File: src/rtl/latch_mem_wide_pkg.sv
`default_nettype none
// ============================================================================
//  Module      : latch_mem_wide_pkg
//  Description : Shared definitions for the wide latch scratch RAM. Holds the
//                bus size codes, a helper that gives the transfer size in
//                bytes, and a ceiling-divide helper that gives the beat count.
//  Revision    : 1.0 - initial release
// ============================================================================
package latch_mem_wide_pkg;

    typedef logic [1:0] txn_code_t;

    // Bus size codes. The same encoding is used for data_write_n and data_read_n.
    localparam txn_code_t TXN_NONE = 2'b11;
    localparam txn_code_t TXN_B    = 2'b00;
    localparam txn_code_t TXN_H    = 2'b01;
    localparam txn_code_t TXN_W    = 2'b10;

    // Number of bytes moved by a transaction with the given size code.
    function automatic logic [2:0] txn_bytes(input txn_code_t code);
        case (code)
            TXN_B:   return 3'd1;
            TXN_H:   return 3'd2;
            TXN_W:   return 3'd4;
            default: return 3'd0;
        endcase
    endfunction

    // ceil(num / den). den is always an elaboration-time constant here.
    function automatic logic [2:0] ceil_div(input logic [2:0] num, input int den);
        return 3'((int'(num) + den - 1) / den);
    endfunction

endpackage
`default_nettype wire

File: src/rtl/latch_mem_wide_latch.sv
`default_nettype none
// ============================================================================
//  Module      : latch_mem_wide_latch
//  Description : One storage word of the scratch RAM. Transparent while clk
//                and wen are both high; wen and data_in come from
//                negative-edge staging registers, so they are stable for the
//                whole high phase of clk.
//  Revision    : 1.0 - initial release
// ============================================================================
module latch_mem_wide_latch #(
    parameter int WIDTH = 8
) (
    input  logic             clk,
    input  logic             wen,
    input  logic [WIDTH-1:0] data_in,
    output logic [WIDTH-1:0] data_out
);

    // Level-sensitive storage: capture data_in during the enabled high phase.
    always_latch begin
        if (clk && wen) begin
            data_out <= data_in;
        end
    end

endmodule
`default_nettype wire

File: src/rtl/latch_mem_wide.sv
`default_nettype none
// ============================================================================
//  Module      : latch_mem_wide
//  Description : Latch-based scratch RAM for the TinyQV data bus. Serves
//                8/16/32-bit reads and writes, LANES bytes per beat, with
//                address wrap-around and an optional zero-fill after reset.
//                Write lanes are staged on the falling clock edge and written
//                into the byte latches during the following high phase.
//  Revision    : 1.0 - initial release
// ============================================================================
module latch_mem_wide
    import latch_mem_wide_pkg::*;
#(
    parameter int RAM_BYTES = 64,
    parameter int ADDR_BITS = 6,
    parameter int LANES     = 1,
    parameter int ZERO_INIT = 1
) (
    input  logic                 clk,
    input  logic                 rstn,
    input  logic [ADDR_BITS-1:0] addr_in,
    input  logic [31:0]          data_in,
    input  logic [1:0]           data_write_n,
    input  logic [1:0]           data_read_n,
    output logic [31:0]          data_out,
    output logic                 data_ready,
    output logic                 init_busy
);

    // Last init pointer value before the fill wraps back to zero.
    localparam logic [ADDR_BITS-1:0] c_last_ptr  = ADDR_BITS'(RAM_BYTES - LANES);
    localparam logic [ADDR_BITS-1:0] c_ptr_step  = ADDR_BITS'(LANES);

    // ------------------------------------------------------------------------
    // Request decode
    // ------------------------------------------------------------------------
    logic       w_is_write;
    txn_code_t  w_code;
    logic       w_req;
    logic [2:0] w_nbytes;
    logic [2:0] w_nbeats;

    // A simultaneous read and write is resolved in favour of the write.
    assign w_is_write = (data_write_n != TXN_NONE);
    assign w_code     = w_is_write ? data_write_n : data_read_n;
    assign w_req      = (w_code != TXN_NONE);
    assign w_nbytes   = txn_bytes(w_code);
    assign w_nbeats   = ceil_div(w_nbytes, LANES);

    // ------------------------------------------------------------------------
    // Control state
    // ------------------------------------------------------------------------
    logic [1:0]           r_beat;
    logic                 r_ready;
    logic                 r_busy;
    logic [ADDR_BITS-1:0] r_init_ptr;
    logic [31:0]          r_data_out;

    logic w_beat_act;
    logic w_last_beat;

    // The data_ready cycle never starts a beat, so a held request restarts
    // as a fresh transaction one cycle later.
    assign w_beat_act  = !r_busy && !r_ready && w_req;
    assign w_last_beat = ({1'b0, r_beat} == (w_nbeats - 3'd1));

    // ------------------------------------------------------------------------
    // Per-lane addressing
    // ------------------------------------------------------------------------
    logic [LANES-1:0][3:0]           w_lane_idx;   // byte index within the transaction
    logic [LANES-1:0][ADDR_BITS-1:0] w_bus_addr;   // address driven by the bus request
    logic [LANES-1:0]                w_lane_act;   // lane falls inside the transfer size
    logic [LANES-1:0][ADDR_BITS-1:0] w_lane_addr;  // write address (bus or zero-fill)
    logic [LANES-1:0][7:0]           w_lane_data;
    logic [LANES-1:0]                w_lane_wen;
    logic [LANES-1:0][7:0]           w_rd_byte;

    logic [7:0] w_mem [RAM_BYTES];

    for (genvar k = 0; k < LANES; k++) begin : g_lane
        assign w_lane_idx[k]  = 4'(r_beat) * 4'(LANES) + 4'(k);
        // Address arithmetic is modulo RAM_BYTES through the ADDR_BITS width.
        assign w_bus_addr[k]  = addr_in + ADDR_BITS'(w_lane_idx[k]);
        assign w_lane_act[k]  = (w_lane_idx[k] < {1'b0, w_nbytes});
        assign w_lane_addr[k] = r_busy ? (r_init_ptr + ADDR_BITS'(k)) : w_bus_addr[k];
        assign w_lane_data[k] = r_busy ? 8'h00
                                       : data_in[{w_lane_idx[k][1:0], 3'b000} +: 8];
        assign w_lane_wen[k]  = r_busy || (w_beat_act && w_is_write && w_lane_act[k]);
        assign w_rd_byte[k]   = w_mem[w_bus_addr[k]];
    end

    // ------------------------------------------------------------------------
    // Falling-edge staging of the write lanes
    // ------------------------------------------------------------------------
    logic [LANES-1:0][ADDR_BITS-1:0] r_stg_addr;
    logic [LANES-1:0][7:0]           r_stg_data;
    logic [LANES-1:0]                r_stg_wen;

    // Hold write lanes across the next clk-high phase so latch inputs stay quiet.
    always_ff @(negedge clk or negedge rstn) begin
        if (!rstn) begin
            r_stg_addr <= '0;
            r_stg_data <= '0;
            r_stg_wen  <= '0;
        end else begin
            r_stg_addr <= w_lane_addr;
            r_stg_data <= w_lane_data;
            r_stg_wen  <= w_lane_wen;
        end
    end

    // ------------------------------------------------------------------------
    // Byte storage with one-hot write-enable decode
    // ------------------------------------------------------------------------
    for (genvar i = 0; i < RAM_BYTES; i++) begin : g_byte
        logic       w_wen;
        logic [7:0] w_wdata;

        // Select the staged lane (if any) that targets this byte.
        always_comb begin
            w_wen   = 1'b0;
            w_wdata = 8'h00;
            for (int k = 0; k < LANES; k++) begin
                if (r_stg_wen[k] && (r_stg_addr[k] == ADDR_BITS'(i))) begin
                    w_wen   = 1'b1;
                    w_wdata = r_stg_data[k];
                end
            end
        end

        latch_mem_wide_latch #(
            .WIDTH (8)
        ) u_latch (
            .clk      (clk),
            .wen      (w_wen),
            .data_in  (w_wdata),
            .data_out (w_mem[i])
        );
    end

    // ------------------------------------------------------------------------
    // Read data steering
    // ------------------------------------------------------------------------
    logic [31:0] w_dout_nxt;

    // Place each active read lane at its transaction byte position; others hold.
    always_comb begin
        w_dout_nxt = r_data_out;
        if (w_beat_act && !w_is_write) begin
            for (int k = 0; k < LANES; k++) begin
                if (w_lane_act[k]) begin
                    w_dout_nxt[{w_lane_idx[k][1:0], 3'b000} +: 8] = w_rd_byte[k];
                end
            end
        end
    end

    // Register read data at the end of each read beat.
    always_ff @(posedge clk or negedge rstn) begin
        if (!rstn) begin
            r_data_out <= '0;
        end else begin
            r_data_out <= w_dout_nxt;
        end
    end

    // Beat counter, completion pulse and zero-fill sequencer.
    always_ff @(posedge clk or negedge rstn) begin
        if (!rstn) begin
            r_beat     <= '0;
            r_ready    <= 1'b0;
            r_busy     <= (ZERO_INIT != 0);
            r_init_ptr <= '0;
        end else begin
            r_ready <= 1'b0;
            if (r_busy) begin
                r_beat     <= '0;
                r_init_ptr <= r_init_ptr + c_ptr_step;
                if (r_init_ptr == c_last_ptr) begin
                    r_busy <= 1'b0;
                end
            end else if (w_beat_act) begin
                if (w_last_beat) begin
                    r_beat  <= '0;
                    r_ready <= 1'b1;
                end else begin
                    r_beat <= r_beat + 2'd1;
                end
            end else begin
                // Idle, completion cycle, or a request dropped mid-transaction.
                r_beat <= '0;
            end
        end
    end

    assign data_out   = r_data_out;
    assign data_ready = r_ready;
    assign init_busy  = r_busy;

endmodule
`default_nettype wire
File: config.mk
export PLATFORM = sky130hd
export DESIGN_NAME = latch_mem_wide
export DESIGN_NICKNAME = d
export VERILOG_FILES = /design/src/rtl/latch_mem_wide_pkg.sv /design/src/rtl/latch_mem_wide_latch.sv /design/src/rtl/latch_mem_wide.sv
export SDC_FILE = /design/constraint.sdc
export NUM_CORES = 1
export LEC_CHECK = 0
export CORE_MARGIN = 2
export CORE_UTILIZATION = 35
export CTS_CLUSTER_SIZE = 28
export DETAILED_ROUTE_END_ITERATION = 8
export SETUP_SLACK_MARGIN = 0.2
export SLEW_MARGIN = 20
export SYNTH_ARGS = -nofsm -noshare
export SYNTH_HDL_FRONTEND = slang
export SYNTH_SLANG_ARGS = --single-unit
File: constraint.sdc
create_clock -name clk -period 2.79 [get_ports clk]
set_input_delay 0.558 -clock clk [delete_from_list [all_inputs] [get_ports clk]]
set_output_delay 0.558 -clock clk [all_outputs]
set_load 0.01 [all_outputs]
Word-level counts from Yosys, hierarchy flattened. Cells that the tools add are included.

Register bits: 57. Latch bits: 512. Memory bits (writable): 0. Bits in read-only memories: 0. Output and inout port bits: 34. Word-level logic and storage cells: 1014. Memories: 0.

Add/subtract/negate cells: 7. Multipliers: 0. Divide/modulo/power cells: 0. Order comparisons: 2. Equality and inequality tests: 69. Shifts and indexed selects: 3. Muxes and demuxes: 272. Bitwise operators: 1. Reduce and logical (&&, ||, !) cells: 140.

Operators with widths (number): 2-to-1 mux 8 bit (195); == test 6 bit (second input constant) (33); logical AND 1 bit (133); == test 6 x 5 -> 1 bit (second input constant) (16); 2-to-1 mux 1 bit (69); binary-select mux 8 bit (select 6 bit) (1); == test 6 x 4 -> 1 bit (second input constant) (8); bitwise mux 32 bit (1); variable shift 8 x 7 -> 32 bit (first input constant) (1); variable part select 32 x 6 -> 8 bit (1); variable part select 8 x 7 -> 32 bit (1); == test 6 x 3 -> 1 bit (second input constant) (4); == test 6 x 2 -> 1 bit (second input constant) (2); case mux 3 bit (3 select lines) (1); 2-to-1 mux 2 bit (4); greater-or-equal comparator 7 bit (second input constant) (1); negation 5 -> 7 bit (1); NOT 6 -> 7 bit (1); adder 6 x 1 -> 6 bit (second input constant) (1); adder 6 x 2 -> 6 bit (1); == test 6 x 1 -> 1 bit (second input constant) (1); logical NOT 6 bit (1); 2-to-1 mux 6 bit (1); subtractor 3 x 1 -> 3 bit (second input constant) (2); 11 further kinds (14).

Logic depth before layout (Yosys ltp).
Depth in word-level cells: 11. Mapped depth: 12. Depth with buffers taken out: 11.

By module. A second synthesis with hierarchy kept.

Cell total of the unflattened synthesis: 2109. Area total of the unflattened synthesis: 19575.0 um^2.

Modules (own cells, without submodules): latch_mem_wide (times used 1, cells each 1533, area an instance 11487.3 um^2, seq. area each 1427.6 um^2); latch_mem_wide_latch (times used 64, cells each 9, area an instance 126.4 um^2, seq. area each 0.0 um^2).

==> impl_metrics.toml <==
[setup_path]
crit_fanout = 5
worst_ep_arrival_time_ns = 4.04
length_in_cells_of_the_worst_reg_to_reg_path = 11
path_class = "reg -> reg"
req_time_crit_path_ns = 3.54
start_kind = "register"
reg2reg_setup_slack_ns = -0.50
worst_setup_path_end_kind = "register"

[cells_and_area]
finalNetCount = 2742
flow.area_growth_from_synthesis_pct = 62.3
drive_above_1_share_pct = 31.4
final_cell_mix = "sky130_fd_sc_hd__and2_1, sky130_fd_sc_hd__dlxtp_1, sky130_fd_sc_hd__clkbuf_16"
most_frequent_standard_cell_in_the_layout_excluding_fill_and_tap_cells = "sky130_fd_sc_hd__and2_1"
finish.utilization_pct = 57.7
finish.instance_area_sq_um = 32000

[power]
worst_ir_drop_vdd_mv = 0.576
power_density_nw_per_um2 = 634
total_leakage_power_nw = 13.6

[grt]
antenna_found_initial = 2
first_global_vias = 19900
groute.usage.overall_pct = 24.8
global_route_overflow = 0
grt_first_pass_wirelength_um = 111000
grt_start_max_net_pins = 65

[floorplanning]
core-area_sq_um = 55400
initial_core_util_pct = 35.6
pin_count = 78
row_count = 86
chipHeight_um = 241
fp.dieW_um = 241
die_area_sq_um = 58200

[place]
detailedPlacementHpwl_um = 42400
gp_congestion = 0.889
post_dp_cell_area_sq_um = 23000
io_buffer_count = 77

[logic_synthesis]
netlist_area_sq_um = 19700
ys_ff_latch = 569
synthesis.instances = 2209
synth_ff_type = "sky130_fd_sc_hd__dlxtp_1"
synth_top_cell_area_share_pct = 39.0
yosys.cell_types.count = 46
count_of_flip_flops_with_a_built_in_enable_after_synthesis = 0
cell_types_occupying_the_most_area_after_synthesis = "sky130_fd_sc_hd__dlxtp_1, sky130_fd_sc_hd__and2_1, sky130_fd_sc_hd__mux2i_1"
post_synth.cell_area_avg_sq_um = 8.92
synth_top_area_cell = "sky130_fd_sc_hd__dlxtp_1"
yosys_warnings = 0
synthArstFlopShare_pct = 10.0
syn-num-nets = 2264

[flow_run]
max_cap_viols = 0

[clocking]
clk_pin_slew_ns = 0.05
clk_latency_worst_skew_pair_ns = 1.00
cts_tree = "yes"

[timing]
finalMaxSlewViolations = 0
rsz0062_at_grt = "true"
finalSetupTns_ns = -40.62
setup-violations-final = 103
timing.final.crit_share_pct = 118
timing.final.ws_setup_ns = -0.498
max_clock_freq_mhz = 304
final-hold-violation-count = 0
worst-slew-pin-transition_ns = 0.622
final_period_minus_worst_setup_slack_ns = 3.29
maxSlewHeadroom_pct = 58.4
clock-skew-final_ns = 0.108

[route]
drt.antenna.violating_nets = 0
drt-total-wl_um = 75100
first_iter_violations = 1849
routed_via_density = 5.45
dr_total_vias = 18800
drt_pre_antenna_iters = 6
detail_route.drc_violations = 0
wl_per_cell_um = 21.8

[status]
outcome = "complete, but fails checks"
violations = "negative setup slack"

[min_path]
hp-class = "in -> async"
-- worst paths after layout --
| kind | to | startpoint |
|---|---|---|
| setup / recovery | data_out[12]$_DFFE_PN0P_ | r_beat[0]$_DFF_PN0_ |
| hold / removal | data_ready$_DFF_PN0_ | rstn |
| setup reg to reg | data_out[12]$_DFFE_PN0P_ | r_beat[0]$_DFF_PN0_ |
| hold reg to reg | r_init_ptr[5]$_DFFE_PN0P_ | r_init_ptr[5]$_DFFE_PN0P_ |
| max in group gated | clock gate | r_stg_addr[0]$_DFF_NN0_ |
| max in group asynchronous | r_stg_addr[0]$_DFF_NN0_ | rstn |
| min in group clk | r_init_ptr[5]$_DFFE_PN0P_ | r_init_ptr[5]$_DFFE_PN0P_ |
| min in group gated | clock gate | r_stg_addr[1]$_DFF_NN0_ |
-- per-stage QoR --
step / worst slack, ns / hold WS (ns) / power, W / std cells
after floorplan: -0.701 / 0.262 / 0.00780 / 2209
after global placement: -1.39 / 0.489 / 0.0119 / 3086
after detailed placement: -1.42 / 0.482 / 0.0120 / 3086
after CTS: -0.418 / 0.176 / 0.0191 / 3399
after global routing: -0.512 / 0.209 / 0.0209 / 3441
final: -0.498 / 0.184 / 0.0203 / 3442
-- cells in the mapped netlist, types with 7 or more instances --
cell type	instances
sky130_fd_sc_hd__clkbuf_1	96
sky130_fd_sc_hd__buf_2	43
sky130_fd_sc_hd__a31oi_1	32
sky130_fd_sc_hd__a32oi_1	8
sky130_fd_sc_hd__dfrtp_1	41
sky130_fd_sc_hd__o221ai_1	16
sky130_fd_sc_hd__ha_1	10
sky130_fd_sc_hd__and3_1	11
sky130_fd_sc_hd__mux4_2	8
sky130_fd_sc_hd__a22oi_1	16
sky130_fd_sc_hd__nand4_1	54
sky130_fd_sc_hd__nor2b_1	45
sky130_fd_sc_hd__and2_1	576
sky130_fd_sc_hd__dlxtp_1	512
sky130_fd_sc_hd__buf_1	25
sky130_fd_sc_hd__and4_1	8
sky130_fd_sc_hd__nand2_1	59
sky130_fd_sc_hd__nand3_1	223
sky130_fd_sc_hd__a2111oi_0	32
sky130_fd_sc_hd__o211ai_1	16
sky130_fd_sc_hd__dfrtn_1	15
sky130_fd_sc_hd__mux2i_1	224
sky130_fd_sc_hd__buf_4	7
sky130_fd_sc_hd__nor2_1	77
-- per-layer routing --
layer	up-vias	wire length, um	GRT usage [%]	part of all wire, %
met4	2	3920	16.1	5.2
li1	8441	-	-	-
met5	-	12	0	0.016
met3	309	6060	5.96	8.1
met1	9057	29600	29.5	39
met2	957	35500	40.1	47
-- final cells by class --
class                           instances  area [sq um]
Sequential cell                       569          9120
Clock buffer                          225          5630
Clock inverter                          8           134
Fill cell                            4234         23400
Multi-Input combinational cell       1462         11600
Timing Repair Buffer                  422          4590
Inverter                                7          28.8
Antenna cell                            1          2.50
Tap cell                              748           936
-- critical path, stage by stage, from the launching register on --
cell and delay (ns):
sky130_fd_sc_hd__dfrtp_2 0.42, sky130_fd_sc_hd__ha_4 0.17, sky130_fd_sc_hd__fa_4 0.86, sky130_fd_sc_hd__buf_12 0.15, sky130_fd_sc_hd__buf_8 0.13, sky130_fd_sc_hd__buf_16 0.15
sky130_fd_sc_hd__nor2b_1 0.07, sky130_fd_sc_hd__a2111oi_2 0.31, sky130_fd_sc_hd__a31oi_2 0.14, sky130_fd_sc_hd__a32oi_2 0.31, sky130_fd_sc_hd__and3_4 0.30, sky130_fd_sc_hd__o221ai_2 0.11
-- sequential cells by signal, summed over array words and instances, names as in the netlist --
signal                   cells
r_stg_addr                   6
r_stg_data                   8
r_stg_wen                    1
r_init_ptr                   6
data_out                    32
r_beat                       2
data_ready                   1
g_byte.u_latch.data_out    512
init_busy                    1
-- timing repair --
action | 4_1_cts | 5_1_grt
gates cloned | 15 | 1
hold endpoints to repair | 2 | 0
hold buffers | 1 | 0
pin swaps | 120 | 79
endpoints found under the setup margin | 623 | 622
gates resized for setup | 313 | 147
buffers inserted | 64 | 41
-- where the power goes --
group | total, W | internal (W) | switching [W]
Clock | 0.00389 | 0.00260 | 0.00129
Combinational | 0.0149 | 0.00657 | 0.00836
Sequential | 0.00146 | 0.00120 | 0.000255
Total | 0.0203 | 0.0104 | 0.00990
-- logic make-up (layout without fill, tap and decap cells) --
family	after synthesis	after routing	synth area share, %
AND/OR/NAND/NOR	1068	1068	30.9
latches	512	512	39.0
multiplexers	238	238	12.6
buffers and inverters	178	662	3.80
AO/OA/AOI/OAI	134	134	5.19
flip-flops	57	57	7.24
adder cells (fa/ha/maj)	11	11	0.736
XOR/XNOR	11	11	0.489
other	0	1	0
Note: power is estimated with default switching activity, not from simulation.
